[src/rtl/tube_driver.sv]
// tube_driver: eight-digit, active-low, time-multiplexed hex display driver.
// Two registers are written from the I/O store path. Offset 0 holds the 32-bit
// value to show. Offset 4 holds the digit mask in bits [7:0] and the
// leading-zero suppress flag in bit [8]. A prescaler steps the lit digit every
// SCAN_DIV cycles. The pin outputs are registered from the current digit index
// and the current register contents.
module tube_driver #(
    parameter int SCAN_DIV = 100000
) (
    input  logic        clk_i,
    input  logic        rst_n_i,
    input  logic        TubeCtrl_i,
    input  logic [3:0]  addr_i,
    input  logic [31:0] write_data_i,
    output logic [7:0]  seg_en_o,
    output logic [7:0]  seg_out_o
);

    localparam int CNT_W = (SCAN_DIV > 2) ? $clog2(SCAN_DIV) : 1;
    localparam logic [CNT_W-1:0] CNT_MAX = CNT_W'(SCAN_DIV - 1);

    logic [31:0]      value_q;
    logic [7:0]       mask_q;
    logic             lzs_q;
    logic [CNT_W-1:0] cnt_q;
    logic [2:0]       dig_q;

    logic [7:0]       seg_en_next;
    logic [7:0]       seg_out_next;
    logic [7:0]       upper_zero;
    logic [3:0]       nibble;
    logic             blank;

    // Bits 31:9 of a control write carry no meaning. They are folded here so
    // they stay visibly consumed.
    logic unused_wdata;
    assign unused_wdata = ^write_data_i[31:9];

    // Register writes from the decoder. Any offset other than 0 or 4 is dropped.
    always_ff @(posedge clk_i or negedge rst_n_i) begin
        if (!rst_n_i) begin
            value_q <= '0;
            mask_q  <= 8'hFF;
            lzs_q   <= 1'b0;
        end else if (TubeCtrl_i) begin
            if (addr_i == 4'h0) begin
                value_q <= write_data_i;
            end else if (addr_i == 4'h4) begin
                mask_q <= write_data_i[7:0];
                lzs_q  <= write_data_i[8];
            end
        end
    end

    // Scan prescaler and digit index. Writes never disturb these.
    always_ff @(posedge clk_i or negedge rst_n_i) begin
        if (!rst_n_i) begin
            cnt_q <= '0;
            dig_q <= '0;
        end else if (cnt_q == CNT_MAX) begin
            cnt_q <= '0;
            dig_q <= dig_q + 3'd1;
        end else begin
            cnt_q <= cnt_q + 1'b1;
        end
    end

    // upper_zero[i] is set when every nibble from digit i up to digit 7 is zero.
    // This flag marks digit i as a leading zero.
    genvar gi;
    generate
        for (gi = 0; gi < 8; gi++) begin : g_upper_zero
            assign upper_zero[gi] = (value_q[31:4*gi] == '0);
        end
    endgenerate

    assign nibble = value_q[{dig_q, 2'b00} +: 4];
    assign blank  = ~mask_q[dig_q] | (lzs_q & (dig_q != 3'd0) & upper_zero[dig_q]);

    // Hex glyph lookup and digit enable for the current digit. dp stays off.
    always_comb begin
        seg_out_next = 8'hFF;
        seg_en_next  = 8'hFF;
        if (!blank) begin
            seg_en_next = ~(8'h01 << dig_q);
            case (nibble)
                4'h0: seg_out_next = 8'hC0;
                4'h1: seg_out_next = 8'hF9;
                4'h2: seg_out_next = 8'hA4;
                4'h3: seg_out_next = 8'hB0;
                4'h4: seg_out_next = 8'h99;
                4'h5: seg_out_next = 8'h92;
                4'h6: seg_out_next = 8'h82;
                4'h7: seg_out_next = 8'hF8;
                4'h8: seg_out_next = 8'h80;
                4'h9: seg_out_next = 8'h90;
                4'hA: seg_out_next = 8'h88;
                4'hB: seg_out_next = 8'h83;
                4'hC: seg_out_next = 8'hC6;
                4'hD: seg_out_next = 8'hA1;
                4'hE: seg_out_next = 8'h86;
                default: seg_out_next = 8'h8E;
            endcase
        end
    end

    // Registered pin drivers. They blank at once when reset is asserted.
    always_ff @(posedge clk_i or negedge rst_n_i) begin
        if (!rst_n_i) begin
            seg_en_o  <= 8'hFF;
            seg_out_o <= 8'hFF;
        end else begin
            seg_en_o  <= seg_en_next;
            seg_out_o <= seg_out_next;
        end
    end

endmodule

[config.mk]
export PLATFORM = sky130hd
export DESIGN_NAME = tube_driver
export DESIGN_NICKNAME = d
export VERILOG_FILES = /design/src/rtl/tube_driver.sv
export SDC_FILE = /design/constraint.sdc
export NUM_CORES = 1
export LEC_CHECK = 0
export BUFFER_PORTS_ARGS = -buffer_cell sky130_fd_sc_hd__buf_2
export CAP_MARGIN = 20
export CELL_PAD_IN_SITES_DETAIL_PLACEMENT = 1
export CELL_PAD_IN_SITES_GLOBAL_PLACEMENT = 1
export CORE_ASPECT_RATIO = 1.1
export CORE_MARGIN = 2
export CORE_UTILIZATION = 42
export DETAILED_ROUTE_END_ITERATION = 8
export PLACE_DENSITY = 0.84
export SYNTH_ARGS = -nofsm -noshare
export SYNTH_HDL_FRONTEND = slang
export SYNTH_SLANG_ARGS = --single-unit
[constraint.sdc]
create_clock -name clk_i -period 2.1 [get_ports clk_i]
set_input_delay 0.42 -clock clk_i [delete_from_list [all_inputs] [get_ports clk_i]]
set_output_delay 0.42 -clock clk_i [all_outputs]
set_load 0.01 [all_outputs]
==> run metrics <==
outcome=finished with violations; failing checks=negative setup slack; nature of the critical path startpoint=register; Leakage=1.96 nW; peak fanout along the critical path=5; instance count of the mapped netlist=284; number of maximum-capacitance violations=0; number of flops mapped to enable cells by yosys=0; post-synth net total=336; insertion delay of the later-clocked pin in the worst-skew pair=0.36 ns; area of combinational cells with multiple inputs=1770 um2; final worst-path cycle share=1.01; maximum number of pins on one net before global-route repair=77; combined global-route utilization of all metal layers=0.208; number of diodes=0; capturing element type of the critical path=register; number of buffers added on ports=53; synthesis-stage register bit count=76; Post-synth top flop=sky130_fd_sc_hd__dfrtp_1; global-route wire length before repair=14800 um; Core Area=8450 um2; number of buffers created by CTS=9; Worst-path clk slew=0.09 ns; final worst setup slack=-0.0271 ns; worst endpoint data arrival time=2.41 ns; placed standard-cell area=4170 um2; area of the mapped netlist=3680 um2; start-to-end type of the worst setup path=register to register; total of warnings raised by yosys=0; setup repair after global routing missed its margin=true; vias in the first global route=2847; antenna violations before repair=0; final std cell area, no fill=4650 um2; CTS tree=built; power per cell area=903 nW/um2; # hold bufs at CTS=0; most instantiated library cell after synthesis=sky130_fd_sc_hd__dfrtp_1; relative area change from synthesis to final layout=26.3%; final count of hold timing violations=0; largest cells by area after synthesis=sky130_fd_sc_hd__dfrtp_1 36%, sky130_fd_sc_hd__dfstp_2 16%, sky130_fd_sc_hd__mux2_2 9.2%; Final HPWL DP=6220 um; top-level port count=55; final count of pins violating max slew=0; required time worst endpoint=2.38 ns; setup violation total in the final timing report=7; distinct cell type count after synthesis=47; Register Area=1930 um2; overflow left after global routing=0; total routed wirelength=10100 um; Core Rows=35; class of the worst hold path=primary input to asynchronous set/reset pin; highest ir drop seen on vdd=0.443 mV; cell type with the highest aggregate area in the netlist=sky130_fd_sc_hd__dfrtp_1; final worst clock skew=0.0119 ns; leading post-synthesis cells by instance count=53 x sky130_fd_sc_hd__dfrtp_1, 30 x sky130_fd_sc_hd__mux2_2, 23 x sky130_fd_sc_hd__dfstp_2; count of H-tree levels built during CTS=3; area enclosed by the die boundary=9530 um2; proportion of layout cells with a drive suffix above 1=0.526; maximum clock rate=470 MHz; minimum clock period=2.13 ns; number of DRC violations after detailed routing=0; fill count=869; average via count per standard cell=5.53; synthesized area divided by synthesized cell count=13.0 um2; part of the Yosys area used for sequential elements=0.524; violation count after the first detailed-route iteration=116; count of TritonRoute iterations in the first routing pass=4; buffer type at the clock tree root=sky130_fd_sc_hd__clkbuf_8; share of flip-flops with an asynchronous set or reset after synthesis=1.00; post-layout net count=416; total power=4.20 mW; number of clock sinks=76; number of vias in the routed layout=2652; Longest Clk Path Bufs=2; Routed Antenna Nets=0; vertical extent of the die=102 um; routability cong.=0.850; area fraction of the dominant cell type after synthesis=0.360; die width=93.3 um; starting utilization of the core area=0.436; routed wirelength normalized by instance count=21.0 um
==> power by group <==
group / internal (mW) / total (mW) / switching, mW / leakage, nW
sequential: 1.75 / 1.95 / 0.203 / 0.908
clock: 0.665 / 1.25 / 0.582 / 0.109
combinational: 0.523 / 0.998 / 0.475 / 0.943
==> sequential cells by signal, summed over array words and instances (netlist names) <==
signal     count
seg_en_o       8
value_q       32
seg_out_o      7
lzs_q          1
cnt_q         17
dig_q          3
mask_q         8
==> worst paths after layout <==
check / cells past startpoint / slack (ns) / startpoint / end
hold / removal: 2 / 0.08 / rst_n_i / cnt_q[8]
setup reg to reg: 9 / -0.03 / dig_q[1] / seg_out_o[4]
hold reg to reg: 1 / 0.50 / cnt_q[0] / cnt_q[0]
max in group asynchronous: 2 / 1.67 / rst_n_i / mask_q[0]
setup / recovery: 9 / -0.03 / dig_q[1] / seg_out_o[4]
min in group clk_i: 2 / 0.29 / write_data_i[31] / value_q[31]
==> logic make-up after synthesis <==
logic type | Yosys count | synth area share
AND/OR/NAND/NOR | 80 | 0.111
buffers and inverters | 21 | 0.0330
other | 1 | 0.00102
adder cells (fa/ha/maj) | 13 | 0.0442
AO/OA/AOI/OAI | 21 | 0.0418
flip-flops | 76 | 0.524
XOR/XNOR | 16 | 0.0381
multiplexers | 56 | 0.207
==> area by class of cell <==
class,count,share of cell area
well taps,111,0.0299
multi-input cells,187,0.381
repair buffers,82,0.120
clock inverters,7,0.0196
flip-flops and latches,76,0.416
clock buffers,9,0.0266
inverters,8,0.00646
==> layout by cell type, fill, tap and decap left out, types with 2 or more instances in the layout <==
cell	instances
sky130_fd_sc_hd__nand2_1	19
sky130_fd_sc_hd__nand2b_1	2
sky130_fd_sc_hd__nand3_1	12
sky130_fd_sc_hd__buf_6	3
sky130_fd_sc_hd__a21oi_1	2
sky130_fd_sc_hd__nor2b_1	2
sky130_fd_sc_hd__buf_4	20
sky130_fd_sc_hd__mux2_2	30
sky130_fd_sc_hd__nor4_1	5
sky130_fd_sc_hd__dfstp_2	23
sky130_fd_sc_hd__buf_2	54
sky130_fd_sc_hd__xor2_1	6
sky130_fd_sc_hd__nor3_1	2
sky130_fd_sc_hd__inv_1	4
sky130_fd_sc_hd__clkbuf_8	9
sky130_fd_sc_hd__o211ai_1	4
sky130_fd_sc_hd__nand4_1	5
sky130_fd_sc_hd__ha_4	4
sky130_fd_sc_hd__ha_2	2
sky130_fd_sc_hd__mux2_1	11
sky130_fd_sc_hd__clkinv_2	3
sky130_fd_sc_hd__mux4_2	10
sky130_fd_sc_hd__o21ai_1	3
sky130_fd_sc_hd__dfrtp_1	51
sky130_fd_sc_hd__dfrtp_2	2
sky130_fd_sc_hd__nor4_2	4
sky130_fd_sc_hd__ha_1	7
sky130_fd_sc_hd__or3_1	2
sky130_fd_sc_hd__a21oi_2	2
sky130_fd_sc_hd__mux2i_4	3
sky130_fd_sc_hd__nor2_1	16
sky130_fd_sc_hd__buf_12	4
sky130_fd_sc_hd__bufinv_16	2
sky130_fd_sc_hd__o221ai_2	2
sky130_fd_sc_hd__xnor2_1	10
sky130_fd_sc_hd__inv_2	4
==> per-layer routing <==
metal	track usage	routed length, um
met5	0	0
met4	0.122	373
met3	0.0339	394
met2	0.362	5370
met1	0.243	3940
==> per-stage QoR <==
stage               hold WS, ns  std cells   util  setup slack, ns  TNS [ns]
floorplan                 0.124        284      -          0.00435         0
global placement          0.470        452  0.493          -0.0119   -0.0119
detailed placement        0.483        452  0.493          -0.0969    -0.290
CTS                       0.101        471  0.526           0.0116         0
global route              0.108        480  0.550          -0.0972    -0.539
finish                   0.0775        480  0.550          -0.0271    -0.101
==> worst max-delay path, stage by stage (launching register included) <==
cell and delay, ns:
sky130_fd_sc_hd__dfrtp_2 0.46, sky130_fd_sc_hd__buf_4 0.14, sky130_fd_sc_hd__mux4_2 0.51, sky130_fd_sc_hd__mux2i_4 0.26
sky130_fd_sc_hd__inv_2 0.12, sky130_fd_sc_hd__ha_4 0.20, sky130_fd_sc_hd__inv_2 0.07, sky130_fd_sc_hd__nor2_2 0.05
sky130_fd_sc_hd__o21ai_1 0.13, sky130_fd_sc_hd__o211ai_1 0.11
==> repair_timing <==
action | CTS | global route
buffers inserted | 3 | 8
setup endpoints to repair | 11 | 11
endpoints found under the hold margin | 0 | 0
pin swaps | 0 | 8
cloned | 0 | 2
resized for setup | 9 | 25
(Power assumes the default switching activity.)
